`src/rtl/nf10_axil_master_pkg.sv`:
```
// Shared types and constants for the NF10 AXI4-Lite single-outstanding master.
package nf10_axil_master_pkg;

  // Transaction sequencing states
  typedef enum logic [2:0] {
    ST_IDLE,
    ST_WR_REQ,
    ST_WR_RESP,
    ST_RD_REQ,
    ST_RD_DATA,
    ST_RESP
  } state_t;

  // AXI response codes
  localparam logic [1:0] OKAY   = 2'b00;
  localparam logic [1:0] EXOKAY = 2'b01;
  localparam logic [1:0] SLVERR = 2'b10;
  localparam logic [1:0] DECERR = 2'b11;

  // Cycles a transaction may spend on the bus before it is aborted
  localparam int DEFAULT_TIMEOUT_CYCLES = 1024;

endpackage

```
`src/rtl/nf10_axi_lite_master.sv`:
```
// NF10 AXI4-Lite master: turns a simple command/response handshake into one
// AXI4-Lite read or write transaction at a time.
// Optional feature: define NF10_AXIL_MASTER_TIMEOUT_EN to abort transactions
// that stay on the bus for C_TIMEOUT_CYCLES cycles (reported as SLVERR with
// rsp_timeout set). Without it the master waits indefinitely.
module nf10_axi_lite_master
  import nf10_axil_master_pkg::*;
#(
  parameter int C_M_AXI_ADDR_WIDTH = 32,
  parameter int C_M_AXI_DATA_WIDTH = 32,
  parameter int C_TIMEOUT_CYCLES   = DEFAULT_TIMEOUT_CYCLES
) (
  input  logic                            axi_aclk,
  input  logic                            axi_reset,
  // command side
  input  logic                            cmd_valid,
  output logic                            cmd_ready,
  input  logic                            cmd_write,
  input  logic [C_M_AXI_ADDR_WIDTH-1:0]   cmd_addr,
  input  logic [C_M_AXI_DATA_WIDTH-1:0]   cmd_wdata,
  input  logic [C_M_AXI_DATA_WIDTH/8-1:0] cmd_wstrb,
  // response side
  output logic                            rsp_valid,
  input  logic                            rsp_ready,
  output logic [C_M_AXI_DATA_WIDTH-1:0]   rsp_rdata,
  output logic [1:0]                      rsp_resp,
  output logic                            rsp_timeout,
  // write address channel
  output logic [C_M_AXI_ADDR_WIDTH-1:0]   M_AXI_AWADDR,
  output logic                            M_AXI_AWVALID,
  input  logic                            M_AXI_AWREADY,
  // write data channel
  output logic [C_M_AXI_DATA_WIDTH-1:0]   M_AXI_WDATA,
  output logic [C_M_AXI_DATA_WIDTH/8-1:0] M_AXI_WSTRB,
  output logic                            M_AXI_WVALID,
  input  logic                            M_AXI_WREADY,
  // write response channel
  input  logic [1:0]                      M_AXI_BRESP,
  input  logic                            M_AXI_BVALID,
  output logic                            M_AXI_BREADY,
  // read address channel
  output logic [C_M_AXI_ADDR_WIDTH-1:0]   M_AXI_ARADDR,
  output logic                            M_AXI_ARVALID,
  input  logic                            M_AXI_ARREADY,
  // read data channel
  input  logic [C_M_AXI_DATA_WIDTH-1:0]   M_AXI_RDATA,
  input  logic [1:0]                      M_AXI_RRESP,
  input  logic                            M_AXI_RVALID,
  output logic                            M_AXI_RREADY
);

  state_t state;

  // A write channel is finished once its valid has dropped or is being accepted now
  logic aw_done;
  logic w_done;
  assign aw_done = !M_AXI_AWVALID || M_AXI_AWREADY;
  assign w_done  = !M_AXI_WVALID  || M_AXI_WREADY;

`ifdef NF10_AXIL_MASTER_TIMEOUT_EN
  localparam int CNT_W = (C_TIMEOUT_CYCLES > 1) ? $clog2(C_TIMEOUT_CYCLES) : 1;
  localparam logic [CNT_W-1:0] CNT_LAST = CNT_W'(C_TIMEOUT_CYCLES - 1);

  logic [CNT_W-1:0] timeout_cnt;
  logic             on_bus;
  logic             finishing;

  // Cycles spent waiting on the slave count towards the timeout
  assign on_bus = (state == ST_WR_REQ) || (state == ST_WR_RESP) ||
                  (state == ST_RD_REQ) || (state == ST_RD_DATA);

  // Only the final handshake of a transaction rescues the last allowed cycle
  assign finishing = ((state == ST_WR_RESP) && M_AXI_BVALID) ||
                     ((state == ST_RD_DATA) && M_AXI_RVALID);
`else
  assign rsp_timeout = 1'b0;
`endif

  // Transaction sequencer with registered bus and response outputs
  always_ff @(posedge axi_aclk) begin
    if (axi_reset) begin
      state         <= ST_IDLE;
      cmd_ready     <= 1'b0;
      rsp_valid     <= 1'b0;
      rsp_rdata     <= '0;
      rsp_resp      <= OKAY;
      M_AXI_AWADDR  <= '0;
      M_AXI_AWVALID <= 1'b0;
      M_AXI_WDATA   <= '0;
      M_AXI_WSTRB   <= '0;
      M_AXI_WVALID  <= 1'b0;
      M_AXI_BREADY  <= 1'b0;
      M_AXI_ARADDR  <= '0;
      M_AXI_ARVALID <= 1'b0;
      M_AXI_RREADY  <= 1'b0;
`ifdef NF10_AXIL_MASTER_TIMEOUT_EN
      rsp_timeout   <= 1'b0;
      timeout_cnt   <= '0;
`endif
    end else begin
      case (state)
        ST_IDLE: begin
          cmd_ready <= 1'b1;
          if (cmd_valid && cmd_ready) begin
            cmd_ready <= 1'b0;
`ifdef NF10_AXIL_MASTER_TIMEOUT_EN
            timeout_cnt <= '0;
            rsp_timeout <= 1'b0;
`endif
            if (cmd_write) begin
              M_AXI_AWADDR  <= cmd_addr;
              M_AXI_WDATA   <= cmd_wdata;
              M_AXI_WSTRB   <= cmd_wstrb;
              M_AXI_AWVALID <= 1'b1;
              M_AXI_WVALID  <= 1'b1;
              state         <= ST_WR_REQ;
            end else begin
              M_AXI_ARADDR  <= cmd_addr;
              M_AXI_ARVALID <= 1'b1;
              state         <= ST_RD_REQ;
            end
          end
        end

        ST_WR_REQ: begin
          // AW and W retire independently, in any order
          if (M_AXI_AWREADY) M_AXI_AWVALID <= 1'b0;
          if (M_AXI_WREADY)  M_AXI_WVALID  <= 1'b0;
          if (aw_done && w_done) begin
            M_AXI_BREADY <= 1'b1;
            state        <= ST_WR_RESP;
          end
        end

        ST_WR_RESP: begin
          if (M_AXI_BVALID) begin
            M_AXI_BREADY <= 1'b0;
            rsp_resp     <= M_AXI_BRESP;
            rsp_rdata    <= '0;
            rsp_valid    <= 1'b1;
            state        <= ST_RESP;
          end
        end

        ST_RD_REQ: begin
          if (M_AXI_ARREADY) begin
            M_AXI_ARVALID <= 1'b0;
            M_AXI_RREADY  <= 1'b1;
            state         <= ST_RD_DATA;
          end
        end

        ST_RD_DATA: begin
          if (M_AXI_RVALID) begin
            M_AXI_RREADY <= 1'b0;
            rsp_rdata    <= M_AXI_RDATA;
            rsp_resp     <= M_AXI_RRESP;
            rsp_valid    <= 1'b1;
            state        <= ST_RESP;
          end
        end

        ST_RESP: begin
          // cmd_ready rises the cycle after the response is taken
          if (rsp_ready) begin
            rsp_valid <= 1'b0;
            cmd_ready <= 1'b1;
            state     <= ST_IDLE;
          end
        end

        default: state <= ST_IDLE;
      endcase

`ifdef NF10_AXIL_MASTER_TIMEOUT_EN
      // Abort overrides whatever the state logic scheduled above
      if (on_bus) begin
        if ((timeout_cnt == CNT_LAST) && !finishing) begin
          M_AXI_AWVALID <= 1'b0;
          M_AXI_WVALID  <= 1'b0;
          M_AXI_BREADY  <= 1'b0;
          M_AXI_ARVALID <= 1'b0;
          M_AXI_RREADY  <= 1'b0;
          rsp_valid     <= 1'b1;
          rsp_resp      <= SLVERR;
          rsp_rdata     <= '0;
          rsp_timeout   <= 1'b1;
          state         <= ST_RESP;
        end else begin
          timeout_cnt <= timeout_cnt + 1'b1;
        end
      end
`endif
    end
  end

endmodule

```
`config.mk`:
```
export PLATFORM = sky130hd
export DESIGN_NAME = nf10_axi_lite_master
export DESIGN_NICKNAME = d
export VERILOG_FILES = /design/src/rtl/nf10_axil_master_pkg.sv /design/src/rtl/nf10_axi_lite_master.sv
export SDC_FILE = /design/constraint.sdc
export NUM_CORES = 1
export LEC_CHECK = 0
export ABC_AREA = 0
export CORE_ASPECT_RATIO = 0.5
export CORE_MARGIN = 2
export CORE_UTILIZATION = 42
export CTS_BUF_LIST = sky130_fd_sc_hd__clkbuf_2
export DETAILED_ROUTE_END_ITERATION = 6
export GPL_ROUTABILITY_DRIVEN = 0
export PLACE_DENSITY = 0.91
export REMOVE_ABC_BUFFERS = 1
export SLEW_MARGIN = 20
export SYNTH_ARGS = -nofsm -noshare
export SYNTH_HDL_FRONTEND = slang
export SYNTH_SLANG_ARGS = --single-unit
```
`constraint.sdc`:
```
create_clock -name axi_aclk -period 2.3 [get_ports axi_aclk]
set_input_delay 0.345 -clock axi_aclk [delete_from_list [all_inputs] [get_ports axi_aclk]]
set_output_delay 0.345 -clock axi_aclk [all_outputs]
set_load 0.005 [all_outputs]
```
==> metrics.yaml <==
cp_top_family: "buffers and inverters"
leakage_uw: 0.00282
clockBufferDepth: 2
num_io_pins: 256
fp-row-count: 29
cts_hold_buf: 0
path_buf_inv: 1
cp_cell_sequence: "clkdlybuf4s50_1"
drt_wl_total_um: 16500
drtIter0Drc: 368
drc_errors: 0
slowest_delay_ps: 550
status: "complete, no violations"
viasPerCell: 4.97
die_h_um: 83.9
max-vdd-ir-drop_mv: 0.377
ys_warn_count: 0
critPathLaunchType: "flip-flop"
dr.pass1.iters: 4
place_inst: 1057
path_clk_slew_ps: 240
fin_worst_skew_ps: 32.5
cts_buffers: 17
hold_viol: 0
vias: 5417
crit_slowest_cell: "clkdlybuf4s50_1"
wl_per_cell_um: 15.2
finalPower_uw: 6690
core-area_um2: 12600
maxCapViolations: 0
gr-usage-all-layers_pct: 24.0
maxClockFrequency_mhz: 499
ys_async_sr_fraction_pct: 0
ys_ff_latch: 144
critPathKind: "reg -> out"
power_density_nw_per_um2: 799
cp-end-kind: "primary output"
critPathRequiredTime_ps: 1960
clockRootBuffer: "clkbuf_2"
cts_resized: 0
fin_nets: 1020
tightest_slew_ps: 609
syn_area_per_cell_um2: 8.03
die_area_um2: 13700
gr-total-overflow: 0
antenna_found_initial: 0
synth-main-ff-cell: "dfxtp_1"
cts_setup_buffers: 0
area_growth_pct: 55.9
drive_gt1_share_pct: 6.75
min_path_type: "in -> reg"
numPortBuffers: 254
first_global_vias: 5272
seq_area_frac_synth_pct: 53.7
crit_fanout: 2
grt_first_pass_wirelength_um: 26100
syn_area_um2: 5370
grt_start_max_net_pins: 88
cts_tree: "yes"
rsz0062_at_grt: "false"
insertion_delay_ps: 670
place.detailed.hpwl_um: 11600
synth_enable_flop_cells: 0
initial_core_util_pct: 42.7
finalCritPeriodShare_pct: 87.1
setup-violations-final: 0
syn_inst: 668
cts-htree-levels: 4
arrival_ps: 1660
ys_types: 35
diodes: 0
drtAntennaViolNets: 0
maxSlewViolCount: 0
slew_headroom_pct: 58.9
layout.cells.non_filler: 1089
min_period_ps: 2000
die_w_um: 164
clock_sinks: 144
## layout by cell type (no fill, tap or decap), types with 3 or more instances in the layout
cell type,instances
nand2_1,239
inv_6,3
a211oi_1,3
a21oi_1,136
clkdlybuf4s50_1,253
a21oi_2,4
nand3b_1,4
clkbuf_2,17
dfxtp_1,144
inv_1,3
buf_4,15
o21ai_0,7
bufinv_16,6
a31oi_1,3
nor2_1,7
nand3_1,33
buf_12,5
nor2b_1,5
## cell type report
class	count	area (um2)
well taps	170	213
multi-input cells	467	2170
flip-flops and latches	144	2880
clock buffers	17	85.1
clock inverters	15	255
inverters	3	11.3
fillers	1024	4190
repair buffers	273	2750
## registers in the layout, indices dropped and copies added (netlist names), 2 cells and up
register / cells
M_AXI_WSTRB: 4
rsp_resp: 2
state: 3
M_AXI_ARADDR: 32
M_AXI_WDATA: 32
M_AXI_AWADDR: 32
rsp_rdata: 32
## path summary, 6_finish.rpt
kind	cells past startpoint	slack [ps]	to	from
max	1	300	M_AXI_WDATA[23]	M_AXI_WDATA[23]
min	2	120	rsp_rdata[7]	axi_reset
max reg2reg	4	440	state[0]	state[0]
min reg2reg	2	470	rsp_rdata[9]	rsp_rdata[9]
## metal layers
layer | vias up | track usage [%] | wire [um] | share of wire (%)
li1 | 2682 | - | - | -
met1 | 2522 | 26.3 | 6330 | 38
met2 | 169 | 43.0 | 8760 | 53
met3 | 44 | 7.55 | 894 | 5.4
met4 | 0 | 10.0 | 546 | 3.3
met5 | - | 0 | 0 | 0
## power breakdown
part | switching (uW) | leakage, uW | internal [uW]
clock | 987 | 0.000195 | 956
combinational | 959 | 0.00146 | 917
sequential | 142 | 0.00116 | 2730
total | 2090 | 0.00282 | 4600
## Yosys cell counts (all sizes together) (3+ instances only)
library cell  count  area share (%)
dfxtp           144              54
or4               3            0.42
nor2b             6            0.70
a21oi           140              13
clkbuf           24             1.7
buf              30             4.2
o21ai             7            0.65
nor2              7            0.49
nand2           239              17
nand3b            4            0.56
nand3            33             3.1
a31oi             3            0.35
inv               3            0.21
a211oi            3            0.42
## through the flow
step	hold slack [ps]	setup TNS [ps]	area, um2	setup slack, ps	util, %
floorplan	407	-31450	5050	-357	-
global placement	436	0	8030	206	63.9
detailed placement	445	0	8030	165	63.9
CTS	69.9	0	8370	243	66.6
global route	40.4	0	8370	173	66.6
finish	119	0	8370	297	66.6
## cells by family (layout without fill, tap and decap cells)
group / after synthesis / after routing / share of synthesized area [%]
simple gates: 302 / 302 / 23.6
other cells: 1 / 1 / 0.0699
flops: 144 / 144 / 53.7
buf+inv: 57 / 308 / 6.04
compound gates: 162 / 162 / 16.1
mux: 2 / 2 / 0.373
Power figures use the tool's default switching activity.
